`src/rtl/decoder_pkg.sv`:
```
// decoder_pkg: shared types and constants for the 3-to-8 pulse decoder.
//   CODE_W  : width of a binary code
//   OUT_W   : width of the one-hot output
//   state_e : pulse sequencer states
//   onehot(): binary code to one-hot vector
package decoder_pkg;

  localparam int CODE_W = 3;
  localparam int OUT_W  = 8;

  typedef enum logic [1:0] {
    IDLE = 2'd0,
    HOLD = 2'd1,
    GAP  = 2'd2
  } state_e;

  function automatic logic [OUT_W-1:0] onehot(input logic [CODE_W-1:0] code);
    logic [OUT_W-1:0] vec;
    vec       = {OUT_W{1'b0}};
    vec[code] = 1'b1;
    return vec;
  endfunction

endpackage

```
`src/rtl/sync_fifo.sv`:
```
// sync_fifo: single-clock FIFO with synchronous flush and occupancy count.
// Ports:
//   clk, rst        : clock and synchronous active-high reset
//   flush           : empties the FIFO; overrides push and pop that cycle
//   push, push_data : write request (ignored when full)
//   pop, pop_data   : read request (ignored when empty); pop_data shows the head
//   level           : number of stored entries (0..DEPTH)
//   full, empty     : occupancy flags
module sync_fifo #(
  parameter  int WIDTH = 3,
  parameter  int DEPTH = 4,
  localparam int PTR_W = $clog2(DEPTH),
  localparam int LVL_W = PTR_W + 1
) (
  input  logic             clk,
  input  logic             rst,
  input  logic             flush,
  input  logic             push,
  input  logic [WIDTH-1:0] push_data,
  input  logic             pop,
  output logic [WIDTH-1:0] pop_data,
  output logic [LVL_W-1:0] level,
  output logic             full,
  output logic             empty
);

  logic [WIDTH-1:0] mem_q [DEPTH];
  logic [WIDTH-1:0] mem_d [DEPTH];
  logic [PTR_W-1:0] wr_ptr_q, wr_ptr_d;
  logic [PTR_W-1:0] rd_ptr_q, rd_ptr_d;
  logic [LVL_W-1:0] level_q, level_d;
  logic             do_push, do_pop;

  assign full     = (level_q == LVL_W'(DEPTH));
  assign empty    = (level_q == {LVL_W{1'b0}});
  assign do_push  = push && !full;
  assign do_pop   = pop && !empty;
  assign pop_data = mem_q[rd_ptr_q];
  assign level    = level_q;

  // Next-state for storage, pointers and level; pointers wrap naturally
  // because DEPTH is a power of two.
  always_comb begin
    mem_d    = mem_q;
    wr_ptr_d = wr_ptr_q;
    rd_ptr_d = rd_ptr_q;
    level_d  = level_q;
    if (flush) begin
      wr_ptr_d = {PTR_W{1'b0}};
      rd_ptr_d = {PTR_W{1'b0}};
      level_d  = {LVL_W{1'b0}};
    end else begin
      if (do_push) begin
        mem_d[wr_ptr_q] = push_data;
        wr_ptr_d        = wr_ptr_q + PTR_W'(1);
      end else begin
        wr_ptr_d = wr_ptr_q;
      end
      if (do_pop) begin
        rd_ptr_d = rd_ptr_q + PTR_W'(1);
      end else begin
        rd_ptr_d = rd_ptr_q;
      end
      case ({do_push, do_pop})
        2'b10:   level_d = level_q + LVL_W'(1);
        2'b01:   level_d = level_q - LVL_W'(1);
        default: level_d = level_q;
      endcase
    end
  end

  // FIFO state registers with synchronous reset.
  always_ff @(posedge clk) begin
    if (rst) begin
      wr_ptr_q <= {PTR_W{1'b0}};
      rd_ptr_q <= {PTR_W{1'b0}};
      level_q  <= {LVL_W{1'b0}};
      mem_q    <= '{default: {WIDTH{1'b0}}};
    end else begin
      wr_ptr_q <= wr_ptr_d;
      rd_ptr_q <= rd_ptr_d;
      level_q  <= level_d;
      mem_q    <= mem_d;
    end
  end

endmodule

```
`src/rtl/decoder3to8_pulse.sv`:
```
// decoder3to8_pulse: queues 3-bit codes and emits each one as a one-hot pulse
// held for HOLD_CYCLES cycles, followed by one all-zero gap cycle.
// Ports:
//   clk, rst   : clock and synchronous active-high reset
//   in_valid   : a code is offered on in_code
//   in_code    : binary index to decode
//   in_ready   : a code can be accepted this cycle
//   abort      : flushes the queue and the current pulse
//   out        : registered one-hot pulse, zero when idle
//   out_valid  : high exactly when out is non-zero
//   fifo_level : number of queued codes
module decoder3to8_pulse
  import decoder_pkg::*;
#(
  parameter int HOLD_CYCLES = 4,
  parameter int FIFO_DEPTH  = 4
) (
  input  logic                        clk,
  input  logic                        rst,
  input  logic                        in_valid,
  input  logic [CODE_W-1:0]           in_code,
  output logic                        in_ready,
  input  logic                        abort,
  output logic [OUT_W-1:0]            out,
  output logic                        out_valid,
  output logic [$clog2(FIFO_DEPTH):0] fifo_level
);

  localparam logic [7:0] HOLD_LOAD = 8'(HOLD_CYCLES - 1);

  state_e                state_q, state_d;
  logic [7:0]            cnt_q, cnt_d;
  logic [OUT_W-1:0]      out_q, out_d;
  logic                  out_valid_q, out_valid_d;
  logic                  fifo_push, fifo_pop, fifo_full, fifo_empty;
  logic [CODE_W-1:0]     fifo_head;

  // Full blocks acceptance even if a pop happens in the same cycle, so a
  // write can never land on an entry that is still queued.
  assign in_ready  = !fifo_full && !rst;
  assign fifo_push = in_valid && in_ready && !abort;

  sync_fifo #(
    .WIDTH (CODE_W),
    .DEPTH (FIFO_DEPTH)
  ) u_fifo (
    .clk       (clk),
    .rst       (rst),
    .flush     (abort),
    .push      (fifo_push),
    .push_data (in_code),
    .pop       (fifo_pop),
    .pop_data  (fifo_head),
    .level     (fifo_level),
    .full      (fifo_full),
    .empty     (fifo_empty)
  );

  // Sequencer next-state: pop and load a pulse, count it down, then gap.
  always_comb begin
    state_d  = state_q;
    cnt_d    = cnt_q;
    out_d    = out_q;
    fifo_pop = 1'b0;
    if (abort) begin
      state_d = IDLE;
      cnt_d   = 8'd0;
      out_d   = {OUT_W{1'b0}};
    end else begin
      case (state_q)
        // IDLE and GAP behave the same for one cycle: out is already zero,
        // and a waiting code starts its pulse immediately.
        IDLE, GAP: begin
          if (!fifo_empty) begin
            fifo_pop = 1'b1;
            out_d    = onehot(fifo_head);
            cnt_d    = HOLD_LOAD;
            state_d  = HOLD;
          end else begin
            out_d   = {OUT_W{1'b0}};
            cnt_d   = 8'd0;
            state_d = IDLE;
          end
        end
        HOLD: begin
          if (cnt_q == 8'd0) begin
            out_d   = {OUT_W{1'b0}};
            state_d = GAP;
          end else begin
            cnt_d = cnt_q - 8'd1;
          end
        end
        default: begin
          state_d = IDLE;
          cnt_d   = 8'd0;
          out_d   = {OUT_W{1'b0}};
        end
      endcase
    end
    out_valid_d = |out_d;
  end

  // Sequencer and output registers with synchronous reset.
  always_ff @(posedge clk) begin
    if (rst) begin
      state_q     <= IDLE;
      cnt_q       <= 8'd0;
      out_q       <= {OUT_W{1'b0}};
      out_valid_q <= 1'b0;
    end else begin
      state_q     <= state_d;
      cnt_q       <= cnt_d;
      out_q       <= out_d;
      out_valid_q <= out_valid_d;
    end
  end

  assign out       = out_q;
  assign out_valid = out_valid_q;

endmodule

```
`config.mk`:
```
export PLATFORM = sky130hd
export DESIGN_NAME = decoder3to8_pulse
export DESIGN_NICKNAME = d
export VERILOG_FILES = /design/src/rtl/decoder_pkg.sv /design/src/rtl/sync_fifo.sv /design/src/rtl/decoder3to8_pulse.sv
export SDC_FILE = /design/constraint.sdc
export NUM_CORES = 1
export LEC_CHECK = 0
export CORE_MARGIN = 2
export CORE_UTILIZATION = 58
export DETAILED_ROUTE_END_ITERATION = 8
export PLACE_DENSITY = 0.81
export SLEW_MARGIN = 20
export SYNTH_ARGS = -nofsm -noshare
export SYNTH_HDL_FRONTEND = slang
export SYNTH_SLANG_ARGS = --single-unit
```
`constraint.sdc`:
```
create_clock -name clk -period 5.8 [get_ports clk]
set_input_delay 1.16 -clock clk [delete_from_list [all_inputs] [get_ports clk]]
set_output_delay 1.16 -clock clk [all_outputs]
set_load 0.02 [all_outputs]
```
==> impl_metrics.toml <==
[status]
status = "finished, final reports clean"

[clock_network]
cts.repair.resized = 0
clkSinkCount = 38
numCtsBuffers = 5
h-tree-depth = 2
cts_hold_buf = 0
clk_latency_ns = 0.35
clock-root-buffer = "clkbuf_4"
clk_path_buf_depth = 2
path_clk_slew_ns = 0.12
post-cts-setup-buffers = 0
cts_tree = "built"

[sta]
period_minus_slack_ns = 3.81
grt_setup_unrepaired = "no"
fin_tns_setup_ns = 0
fin_hold_ws_ns = 0.483
fin_crit_sh_pct = 65.7
worst_slew_pin_slew_ns = 0.747
setup_violations = 0
slew_viol_final = 0
max_freq_ghz = 0.262
finalHoldViolCount = 0
relSlewSlack_pct = 49.8
fin_worst_skew_ns = 0.0106

[finish]
drive_above_1_share_pct = 8.04
synthToLayoutAreaGrowth_pct = 15.9
nets = 212
multiInputGateArea_sq_um = 916
ff_latch_area_sq_um = 761
diodes = 0
layout.cells.non_filler = 230
fillerInstances = 228

[pwr]
power_frac_seq_pct = 60.2
power_frac_comb_pct = 6.9
p_leak_nw = 0.803
pwr_density_cell_nw_per_um2 = 220
cell_internal_pwr_mw = 0.335
p_sw_mw = 0.106
switching_share_pct = 24.1
power.share.clock_pct = 32.9
power.total_mw = 0.441
ir_drop_uv = 207

[global_routing]
grt_pass1_wl_um = 5690
grt_pass1_vias = 1294
grt_usage_pct = 22.1
grt_antenna_before_repair = 0
grt_max_degree = 16
overflow = 0

[worst_setup_path]
start_kind = "primary input"
crit_path_frequent_cell = "clkdlybuf4s50_1"
cp-end-kind = "output port"
cp_slowest_stage_delay_ns = 0.68
r2r_cells = 8
worst-path-max-fanout = 15
path_cells = "clkdlybuf4s50_1 > nor2b_1 > clkdlybuf4s50_1"
critPathRequiredTime_ns = 4.64
slowest_stage = "clkdlybuf4s50_1"
cp.arrival_ns = 2.65
worst-setup-path-type = "in2out"

[yosys]
ys_warn_count = 0
synth.avg_cell_area_sq_um = 9.82
synth_area_leaders = "dfxtp_1 44%, mux2i_1 7.5%, nor2_1 6.1%"
synth_seq_area_share_pct = 44.0
synth_fp_nets = 190
synth-seq-cells = 38
ys_types = 41
ys_async_sr_fraction_pct = 0
synth_area_sq_um = 1730
synth_edf_count = 0
synth_most_common_cell = "dfxtp_1"
synth_common_cells = "38 x dfxtp_1, 28 x nor2_1, 13 x mux2i_1, 13 x nand2_1, 10 x a21oi_1"
synth_top_area_share_pct = 44.0
synth_top_cell_by_area = "dfxtp_1"
synthFlopType = "dfxtp_1"
synthCells = 176

[detailed_routing]
drc = 0
firstDrtPassIters = 4
drt_iter0_drc = 66
routed_wl_um = 3380
vias_per_cell = 5.82
vias = 1339
wire_per_inst_um = 14.7
antenna_left = 0

[floorplanning]
boundaryPins = 20
die_w_um = 58.6
die_y_um = 58.6
start_util_pct = 61.6
core_area_sq_um = 2810
fp-row-count = 19
die_area_sq_um = 3430

[hold_path]
hold_path.class = "reg2reg"
hold_depth = 1

[placement]
hpwl_um = 2570
gp_congestion = 0.783
io_buffers = 19
dpl.cell_count = 222

[run]
drv_cap = 0
## power groups by stage
stage               clock [mW]  combinational, mW  sequential [mW]
floorplan                    0             0.0188            0.271
global placement             0             0.0289            0.271
detailed placement           0             0.0304            0.271
CTS                      0.148             0.0305            0.265
global route             0.160             0.0336            0.266
finish                   0.145             0.0306            0.265
## routing by layer
layer	vias up	global-route usage (%)	share of wire (%)
met2	19	40.4	53
met4	0	9.42	0.83
li1	672	-	-
met1	644	24.6	42
met3	4	4.62	3.5
met5	-	0	0
## cell families after synthesis
| kind of cell | count (synthesis) | synth area share (%) |
|---|---|---|
| flip-flops | 38 | 44.0 |
| XOR/XNOR | 6 | 3.04 |
| multiplexers | 16 | 12.1 |
| AO/OA/AOI/OAI | 26 | 10.9 |
| buffers and inverters | 13 | 2.97 |
| adder cells (fa/ha/maj) | 7 | 5.50 |
| AND/OR/NAND/NOR | 70 | 21.5 |
## worst paths after layout
path / start / end / slack [ns]
hold reg to reg: state_q[1]$_SDFFE_PP0P_ / out_valid$_SDFF_PP0_ / 0.48
hold / removal: state_q[1]$_SDFFE_PP0P_ / out_valid$_SDFF_PP0_ / 0.48
setup reg to reg: u_fifo.level[2]$_SDFFE_PP0P_ / u_fifo.level[2]$_SDFFE_PP0P_ / 3.45
setup / recovery: rst / in_ready / 1.99
## worst max-delay path, delay by kind of cell
kind	cells	cell delay, ns
AND/OR/NAND/NOR	1	0.20
buffers and inverters	2	1.29
## placed cells by master (no fill, tap or decap), types with 5 or more instances in the layout
master / count
clkbuf_4: 5
inv_1: 9
nor2_1: 28
ha_1: 6
mux2i_1: 13
nand2_1: 13
dfxtp_1: 38
a21oi_1: 10
clkdlybuf4s50_1: 19
## registers in the layout (all words and copies together), names as in the netlist
name	count
out	8
u_fifo.mem_q	12
cnt_q	8
u_fifo.wr_ptr_q	2
u_fifo.rd_ptr_q	2
u_fifo.level	3
out_valid	1
state_q	2
## per-stage QoR
step                instance area [sq um]  util (%)  worst slack, ns
floorplan                            1730         -             3.18
global placement                     1940      69.1             2.01
detailed placement                   1940      69.1             1.98
CTS                                  2000      71.4             1.98
global route                         2000      71.4             1.89
finish                               2000      71.4             1.99
## cell type report
type	instances	share of cell area, %
clock buffers	6	2.56
clock inverters	2	0.625
inverters	9	1.69
multi-input cells	125	45.7
flip-flops and latches	38	38.0
well taps	31	1.94
repair buffers	19	9.49
Note: power is estimated with default switching activity, not from simulation.
